[src/rtl/mips_trace_pkg.sv]
// Shared types and constants for the MIPS trace monitor and its trace FIFO.
package mips_trace_pkg;

  localparam int WORD_W = 32;
  localparam int REC_W  = 2 * WORD_W + 1;

  typedef enum logic [1:0] {
    IDLE = 2'd0,
    RUN  = 2'd1,
    HALT = 2'd2
  } state_t;

  typedef struct packed {
    logic [WORD_W-1:0] pc;
    logic [WORD_W-1:0] instr;
    logic              err;
  } trace_rec_t;

endpackage

[src/rtl/trace_fifo.sv]
// First-word-fall-through FIFO; a push into a full FIFO is accepted when the
// same cycle also pops.
module trace_fifo
  import mips_trace_pkg::*;
#(
  parameter int DEPTH = 8,
  parameter int WIDTH = REC_W
) (
  input  logic             clk,
  input  logic             rst_n,
  input  logic             push,
  input  logic             pop,
  input  logic [WIDTH-1:0] wdata,
  output logic [WIDTH-1:0] rdata,
  output logic             full,
  output logic             empty
);

  localparam int AW = $clog2(DEPTH);

  logic [WIDTH-1:0] mem [DEPTH];
  logic [AW:0]      wr_ptr;
  logic [AW:0]      rd_ptr;
  logic             do_push;
  logic             do_pop;

  assign empty   = (wr_ptr == rd_ptr);
  assign full    = (wr_ptr[AW] != rd_ptr[AW]) && (wr_ptr[AW-1:0] == rd_ptr[AW-1:0]);
  assign do_pop  = pop && !empty;
  assign do_push = push && (!full || do_pop);

  // Head is forced to zero when empty so outputs are defined without resetting storage.
  assign rdata = empty ? '0 : mem[rd_ptr[AW-1:0]];

  always_ff @(posedge clk or negedge rst_n) begin
    if (!rst_n) begin
      wr_ptr <= '0;
      rd_ptr <= '0;
    end else begin
      if (do_push) wr_ptr <= wr_ptr + 1'b1;
      if (do_pop)  rd_ptr <= rd_ptr + 1'b1;
    end
  end

  always_ff @(posedge clk) begin
    if (do_push) mem[wr_ptr[AW-1:0]] <= wdata;
  end

endmodule

[src/rtl/mips_trace_monitor.sv]
// Observes the single-cycle MIPS core's PC/instruction outputs, checks PC
// continuity, counts retirements, detects the self-loop halt and streams records.
module mips_trace_monitor
  import mips_trace_pkg::*;
#(
  parameter int FIFO_DEPTH  = 8,
  parameter int HALT_REPEAT = 4
) (
  input  logic        i_clk,
  input  logic        i_arst,
  input  logic        i_en,
  input  logic [31:0] i_instruction,
  input  logic [31:0] i_pc_cur,
  input  logic [31:0] i_pc_next,
  output logic        o_trace_valid,
  input  logic        i_trace_ready,
  output logic [31:0] o_trace_pc,
  output logic [31:0] o_trace_instr,
  output logic        o_trace_err,
  output logic [31:0] o_retired,
  output logic [15:0] o_err_cnt,
  output logic        o_overflow,
  output logic        o_halted
);

  localparam int HC_W = $clog2(HALT_REPEAT + 1);

  state_t            state;
  state_t            state_nxt;
  logic              sample;
  logic              err;
  logic              self_loop;
  logic              halt_hit;
  logic              pop;
  logic              full;
  logic              empty;
  logic              prev_valid;
  logic [WORD_W-1:0] prev_next;
  logic [HC_W-1:0]   halt_cnt;
  logic [31:0]       retired;
  logic [15:0]       err_cnt;
  logic              overflow;
  trace_rec_t        rec;
  trace_rec_t        head;

  function automatic logic [31:0] sat_inc32(input logic [31:0] v);
    return (v == 32'hFFFF_FFFF) ? v : v + 32'd1;
  endfunction

  function automatic logic [15:0] sat_inc16(input logic [15:0] v);
    return (v == 16'hFFFF) ? v : v + 16'd1;
  endfunction

  // A RUN cycle with the enable dropped is the exit cycle and is not sampled.
  assign sample    = (state == RUN) && i_en;
  assign self_loop = (i_pc_next == i_pc_cur);
  assign halt_hit  = sample && self_loop && (halt_cnt == HC_W'(HALT_REPEAT - 1));
  assign err       = (i_pc_cur[1:0] != 2'b00) || (prev_valid && (i_pc_cur != prev_next));
  assign rec       = '{pc: i_pc_cur, instr: i_instruction, err: err};
  assign pop       = !empty && i_trace_ready;

  always_comb begin
    state_nxt = state;
    case (state)
      IDLE:    if (i_en) state_nxt = RUN;
      RUN: begin
        if (!i_en)         state_nxt = IDLE;
        else if (halt_hit) state_nxt = HALT;
      end
      HALT:    if (!i_en) state_nxt = IDLE;
      default: state_nxt = IDLE;
    endcase
  end

  always_ff @(posedge i_clk or negedge i_arst) begin
    if (!i_arst) state <= IDLE;
    else         state <= state_nxt;
  end

  // Continuity and halt tracking restart whenever the monitor passes through IDLE.
  always_ff @(posedge i_clk or negedge i_arst) begin
    if (!i_arst) begin
      prev_valid <= 1'b0;
      halt_cnt   <= '0;
    end else if (state == IDLE) begin
      prev_valid <= 1'b0;
      halt_cnt   <= '0;
    end else if (sample) begin
      prev_valid <= 1'b1;
      halt_cnt   <= self_loop ? halt_cnt + HC_W'(1) : '0;
    end
  end

  always_ff @(posedge i_clk) begin
    if (sample) prev_next <= i_pc_next;
  end

  always_ff @(posedge i_clk or negedge i_arst) begin
    if (!i_arst) begin
      retired  <= '0;
      err_cnt  <= '0;
      overflow <= 1'b0;
    end else if (sample) begin
      retired <= sat_inc32(retired);
      if (err)          err_cnt  <= sat_inc16(err_cnt);
      if (full && !pop) overflow <= 1'b1;
    end
  end

  trace_fifo #(
    .DEPTH (FIFO_DEPTH),
    .WIDTH (REC_W)
  ) u_fifo (
    .clk   (i_clk),
    .rst_n (i_arst),
    .push  (sample),
    .pop   (pop),
    .wdata (rec),
    .rdata (head),
    .full  (full),
    .empty (empty)
  );

  assign o_trace_valid = !empty;
  assign o_trace_pc    = head.pc;
  assign o_trace_instr = head.instr;
  assign o_trace_err   = head.err;
  assign o_retired     = retired;
  assign o_err_cnt     = err_cnt;
  assign o_overflow    = overflow;
  assign o_halted      = (state == HALT);

endmodule

[config.mk]
export PLATFORM = sky130hd
export DESIGN_NAME = mips_trace_monitor
export DESIGN_NICKNAME = d
export VERILOG_FILES = /design/src/rtl/mips_trace_pkg.sv /design/src/rtl/trace_fifo.sv /design/src/rtl/mips_trace_monitor.sv
export SDC_FILE = /design/constraint.sdc
export NUM_CORES = 1
export LEC_CHECK = 0
export ABC_CLOCK_PERIOD_IN_PS = 6650
export CORE_MARGIN = 2
export CORE_UTILIZATION = 52
export DETAILED_ROUTE_END_ITERATION = 8
export GPL_ROUTABILITY_DRIVEN = 0
export PLACE_DENSITY = 0.74
export SLEW_MARGIN = 0
export SYNTH_ARGS = -nofsm -noshare
export SYNTH_HDL_FRONTEND = slang
export SYNTH_SLANG_ARGS = --single-unit
[constraint.sdc]
create_clock -name i_clk -period 6.65 [get_ports i_clk]
set_input_delay 0.9975 -clock i_clk [delete_from_list [all_inputs] [get_ports i_clk]]
set_output_delay 0.9975 -clock i_clk [all_outputs]
set_load 0.005 [all_outputs]
==> key figures, run 1 <==
Clock network
  • Clk pin slew, worst setup/hold paths: 60 ps
  • CTS tree: yes
  • Hold Buf Count CTS: 0
  • Clk root buf: clkbuf_16
  • Num CTS Buffers: 60
  • CTS Buffer Depth: 3
  • Clk sink count: 615
  • Post-CTS Resized: 0
  • Number of H-tree levels: 2
  • Worst skew pair latency: 620 ps
  • Buffers inserted by post-CTS timing repair: 0

Floorplanning
  • Die X: 220.3 um
  • DIE HEIGHT: 220.3 um
  • Core area: 46360 um^2
  • Die area: 48540 um^2
  • # rows: 79
  • IO Count: 216
  • Initial core utilization: 0.5249

Power and ir drop
  • Worst vdd ir: 299.2 uV
  • Leakage: 9.789 nW
  • PD cells: 394.3 nW/um^2

STA
  • Unrepaired setup endpoints after global routing: no
  • Final period util: 0.7216
  • Hold Vio Cnt, Final: 0
  • Final Slew Violations: 0
  • Worst slew pin tran: 953.1 ps
  • Rel. slew slack: 0.3646
  • Final setup vio count: 0
  • Setup WS post-layout: 1851 ps
  • Worst clock skew: 22.52 ps
  • Worst hold slack: 487.9 ps
  • Final min period: 4799 ps
  • Fmax: 208.4 MHz

Synth
  • Main synth FF type: edfxtp_1
  • Area contributors post-synth: edfxtp_1, mux4_2, dfrtp_1
  • Post-synth EDFFs: 552
  • Synth Area in Compound Gates: 0.003856
  • Largest family of logic cells by synthesized area: multiplexers
  • Synth top area share: 0.6812
  • Synth Instances: 1226
  • Register bit count reported by yosys: 615
  • Netlist cell types: 49
  • Synth Area in Adders: 0.003085
  • Post-synthesis sequential area ratio: 0.7460
  • Post-synth ARST share: 0.1024
  • Avg Inst Size Synth: 19.85 um^2
  • Synth Warn #: 0
  • Cell Area, Synth: 24330 um^2
  • Mux contribution to synthesized area: 0.1495
  • Syn nets: 1332
  • Yosys top cell by area: edfxtp_1
  • Xor and xnor area share after synthesis: 0.04247
  • Simple-gate share of the synthesized area: 0.04479

Worst setup path
  • RR Startpoint: u_fifo.rd_ptr[0]
  • Worst R2R End: u_fifo.mem[7][38]
  • CP endpoint kind: output port
  • Critical Path Fanout Max: 73
  • Required @ worst endpoint: 5650 ps
  • Startpoint Class: register
  • CP Class: reg -> out
  • Setup crit end: o_trace_pc[13]
  • R2R setup slack: 3070 ps
  • Critical Path Source: u_fifo.rd_ptr[0]
  • WP data arrival: 3800 ps
  • Register-to-Register Path Depth: 6

Final layout
  • Nets: 1581
  • Layout area overhead: 20.11%
  • Utilization after layout: 0.6305
  • Diode count: 0
  • Final Non-Filler Cells: 2132
  • Share of layout cells above drive strength 1: 0.1725
  • Final instance area: 29230 um^2

Routing
  • Via count: 12.30k
  • Vias per Instance: 5.770
  • Avg WL per Cell: 24.41 um
  • # DRC: 0
  • Post-route ant nets: 0
  • WL final: 52050 um
  • Drt first pass iters: 5
  • Drt first-iter violations: 986

Run
  • Max-Cap Viols: 0

Outcome
  • Status: finished, final reports clean

Place
  • Port Buffers: 215
  • HPWL Detailed: 31010 um
  • Placed Cells: 2020
  • Placed Area: 27260 um^2
  • Place WS: 2403 ps

Global routing
  • Global Route Usage Sum: 0.2195
  • Number of global-route vias before repair: 12.72k
  • First-pass GRT wire length: 78230 um
  • Overflow after GRT: 0
  • Largest net degree at the start of global routing: 74
  • Initial antenna violation count: 4

Worst hold path
  • Hold Path Origin: o_err_cnt[6]
  • Hold crit path type: reg -> reg
## cell families after synthesis
family | count (synthesis)
mux | 200
simple gates | 214
buf+inv | 60
compound gates | 13
xor+xnor | 118
flops | 615
fa+ha+maj | 6
## synth_stat cells, drive strengths merged, types with 2 or more instances
| master | instances |
|---|---|
| nor4 | 7 |
| xnor2 | 87 |
| edfxtp | 552 |
| nor3b | 4 |
| and2 | 2 |
| nor3 | 9 |
| mux2 | 5 |
| nand2 | 30 |
| nand2b | 2 |
| and3 | 10 |
| ha | 6 |
| and4 | 5 |
| nor2 | 83 |
| o21ai | 3 |
| buf | 27 |
| clkbuf | 23 |
| nand4 | 31 |
| mux2i | 65 |
| dfrtp | 63 |
| xor2 | 31 |
| or4 | 2 |
| mux4 | 130 |
| nand3 | 25 |
| inv | 10 |
## routing by layer
| metal | up-vias | track usage | part of all wire |
|---|---|---|---|
| met1 | 6412 | 0.2909 | 0.41 |
| met2 | 431 | 0.3672 | 0.50 |
| met4 | 6 | 0.05749 | 0.018 |
| li1 | 5384 | - | - |
| met5 | - | 0 | 0.00065 |
| met3 | 68 | 0.05430 | 0.076 |
## cell usage in the layout (no fill, tap or decap), types with 31 or more instances in the layout
cell type	count
edfxtp_1	552
clkdlybuf4s50_1	214
mux4_2	130
xnor2_1	87
nor2_1	81
mux2i_1	65
clkbuf_16	61
dfrtp_1	60
xor2_1	31
nand4_1	31
## critical path, stage by stage (launching register included)
cell and delay [ps]:
dfrtp_4 1030, buf_12 540, mux4_2 580, mux2i_1 410, nor2_1 80, clkdlybuf4s50_1 470
## worst min-delay path by stage
stage | end | slack (ps) | depth (start not counted)
final | o_err_cnt[6] | 490 | 1
after global routing | u_fifo.rd_ptr[3] | 500 | 1
after detailed placement | u_fifo.rd_ptr[3] | 480 | 1
after global placement | halt_cnt[2] | 470 | 2
after floorplan | halt_cnt[0] | 450 | 1
after CTS | u_fifo.rd_ptr[3] | 490 | 1
## where the power goes
group	switching, mW	internal, mW
Sequential	0.317	4.55
Clock	1.41	1.91
Combinational	1.44	1.88
## layout make-up
type,instances,area [um^2]
clock buffers,69,1556
fillers,3212,17130
repair buffers,237,2325
clock inverters,43,406.6
well taps,607,759.5
multi-input cells,551,5978
flip-flops and latches,615,18160
inverters,10,37.54
## state kept, by name (all words and copies together), names as in the netlist
signal         cells
state              2
u_fifo.mem       520
u_fifo.rd_ptr      4
u_fifo.wr_ptr      4
halt_cnt           3
o_retired         32
prev_next         32
o_err_cnt         16
prev_valid         1
o_overflow         1
## stage by stage
stage                     setup TNS, ps  power, mW
final                                 0      11.52
after global routing                  0      12.05
after CTS                             0      11.67
after detailed placement              0      8.338
after global placement                0      8.298
after floorplan                  -85740      6.786
Power figures use the tool's default switching activity.
==> inputs of run 2 (changes only) <==
- ABC_CLOCK_PERIOD_IN_PS: 6650 -> 5000
- CORE_UTILIZATION: 52 -> 55
- PLACE_DENSITY: 0.74 -> 0.75
- clock period: 6.65 -> 5 ns (I/O delays scaled with it)
==> key figures, run 2 (synthesized netlist as in run 1, its figures left out) <==
Clock network
  • Num CTS Buffers: 61 (was 60)
  • Number of H-tree levels: 2 (unchanged)
  • Clk sink count: 615 (unchanged)
  • Post-CTS Resized: 0 (unchanged)
  • Hold Buf Count CTS: 0 (unchanged)
  • CTS tree: yes (unchanged)
  • CTS Buffer Depth: 3 (unchanged)
  • Worst skew pair latency: 610 ps (was 620 ps)
  • Buffers inserted by post-CTS timing repair: 0 (unchanged)
  • Clk pin slew, worst setup/hold paths: 60 ps (about the same)
  • Clk root buf: clkbuf_16 (unchanged)

Routing
  • Vias per Instance: 5.776 (was 5.770)
  • WL final: 51630 um (was 52050 um)
  • Drt first-iter violations: 1075 (was 986)
  • Drt first pass iters: 5 (unchanged)
  • Via count: 12.29k (was 12.30k)
  • Avg WL per Cell: 24.27 um (was 24.41 um)
  • Post-route ant nets: 0 (unchanged)
  • # DRC: 0 (unchanged)

Global routing
  • Initial antenna violation count: 9 (was 4)
  • First-pass GRT wire length: 78460 um (was 78230 um)
  • Largest net degree at the start of global routing: 134 (was 74)
  • Number of global-route vias before repair: 12.85k (was 12.72k)
  • Global Route Usage Sum: 0.2277 (was 0.2195)
  • Overflow after GRT: 0 (unchanged)

Floorplanning
  • Die area: 45940 um^2 (was 48540 um^2)
  • Core area: 43930 um^2 (was 46360 um^2)
  • # rows: 77 (was 79)
  • Die X: 214.3 um (was 220.3 um)
  • DIE HEIGHT: 214.3 um (was 220.3 um)
  • IO Count: 216 (unchanged)
  • Initial core utilization: 0.5539 (was 0.5249)

Final layout
  • Nets: 1582 (was 1581)
  • Utilization after layout: 0.6677 (was 0.6305)
  • Share of layout cells above drive strength 1: 0.1754 (was 0.1725)
  • Most common cell after layout, fill and taps aside: edfxtp_1 (unchanged)
  • Most frequent cells in the layout: edfxtp_1, clkdlybuf4s50_1, mux4_2 (unchanged)
  • Max FFs per register: 520 (unchanged)
  • Layout area overhead: 20.54% (was 20.11%)
  • Filler Cell Count: 2910 (was 3212)

Worst setup path
  • Required @ worst endpoint: 4250 ps (was 5650 ps)
  • Critical Path Fanout Max: 54 (was 73)
  • Worst R2R End: u_fifo.mem[4][22] (was u_fifo.mem[7][38])
  • Startpoint Class: register (unchanged)
  • CP Class: reg -> out (unchanged)
  • RR Startpoint: u_fifo.rd_ptr[2] (was u_fifo.rd_ptr[0])
  • Register-to-Register Path Depth: 6 (unchanged)
  • WP data arrival: 3340 ps (was 3800 ps)
  • R2R setup slack: 2250 ps (was 3070 ps)
  • CP endpoint kind: output port (unchanged)

Power and ir drop
  • Overall power of the completed layout: 15.47 mW (was 11.52 mW)
  • Leakage: 9.816 nW (was 9.789 nW)
  • Worst vdd ir: 443.6 uV (was 299.2 uV)
  • PD cells: 527.6 nW/um^2 (was 394.3 nW/um^2)

Outcome
  • Status: finished, final reports clean (unchanged)

STA
  • Setup WS post-layout: 914.7 ps (was 1851 ps)
  • Worst slew pin tran: 1177 ps (was 953.1 ps)
  • Rel. slew slack: 0.2151 (was 0.3646)
  • Unrepaired setup endpoints after global routing: no (unchanged)
  • Final setup vio count: 0 (unchanged)
  • Final period util: 0.8171
  • Final min period: 4085 ps
  • Final Slew Violations: 0 (unchanged)
  • Worst clock skew: 17.13 ps (was 22.52 ps)
  • Fmax: 244.8 MHz
  • Hold Vio Cnt, Final: 0 (unchanged)

Run
  • Max-Cap Viols: 0 (unchanged)

Worst hold path
  • Hold crit path type: in -> async (was reg -> reg)

Place
  • Port Buffers: 215 (unchanged)
  • Place WS: 1441 ps (was 2403 ps)
  • HPWL Detailed: 30310 um (was 31010 um)
run 2: how the worst max path moves through the flow:
stage / from / end / cells past startpoint
3_3_place_gp: i_en / u_fifo.mem[4][7] / 6
3_5_place_dp: i_pc_cur[24] / o_err_cnt[15] / 7
2_1_floorplan: i_en / u_fifo.mem[4][0] / 4
5_1_grt: u_fifo.rd_ptr[0] / o_trace_pc[20] / 5
6_report: u_fifo.rd_ptr[2] / o_trace_pc[13] / 4
4_1_cts: u_fifo.rd_ptr[0] / o_trace_pc[20] / 5
run 2: final cells by class:
| class | count | area (um^2) | area share |
|---|---|---|---|
| repair buffers | 237 | 2387 | 0.08139 |
| clock buffers | 75 | 1622 | 0.05528 |
| diodes | 7 | 17.52 | 0.0005972 |
| clock inverters | 40 | 385.4 | 0.01314 |
| flip-flops and latches | 615 | 18160 | 0.6192 |
| inverters | 10 | 37.54 | 0.001280 |
| well taps | 592 | 740.7 | 0.02525 |
| multi-input cells | 551 | 5978 | 0.2038 |
run 2: critical path, cell delays in order, from the launching register on:
cell             delay, ps
dfrtp_4                630
buf_4                  940
mux2i_1                540
nor2_1                  70
clkdlybuf4s50_1        480
run 2: per-stage QoR:
step                std cells  setup TNS, ps  instance area, um^2  hold WS [ps]
floorplan                1226        -626220                24330         453.0
global placement         2005              0                27310         466.4
detailed placement       2005              0                27310         476.6
CTS                      2120              0                29310         319.0
global route             2126              0                29330         369.6
finish                   2127              0                29330         306.5
run 2: report_power, final:
group          internal, mW  switching, mW
logic                  2.53           2.12
clock network          2.66           1.87
registers              6.06          0.225
run 2: routing by layer:
layer / share of wire / track usage / vias up
li1: - / - / 5392
met1: 0.41 / 0.3073 / 6353
met2: 0.49 / 0.3683 / 457
met3: 0.078 / 0.05915 / 80
met4: 0.026 / 0.06991 / 4
met5: 0.00048 / 0.01042 / -
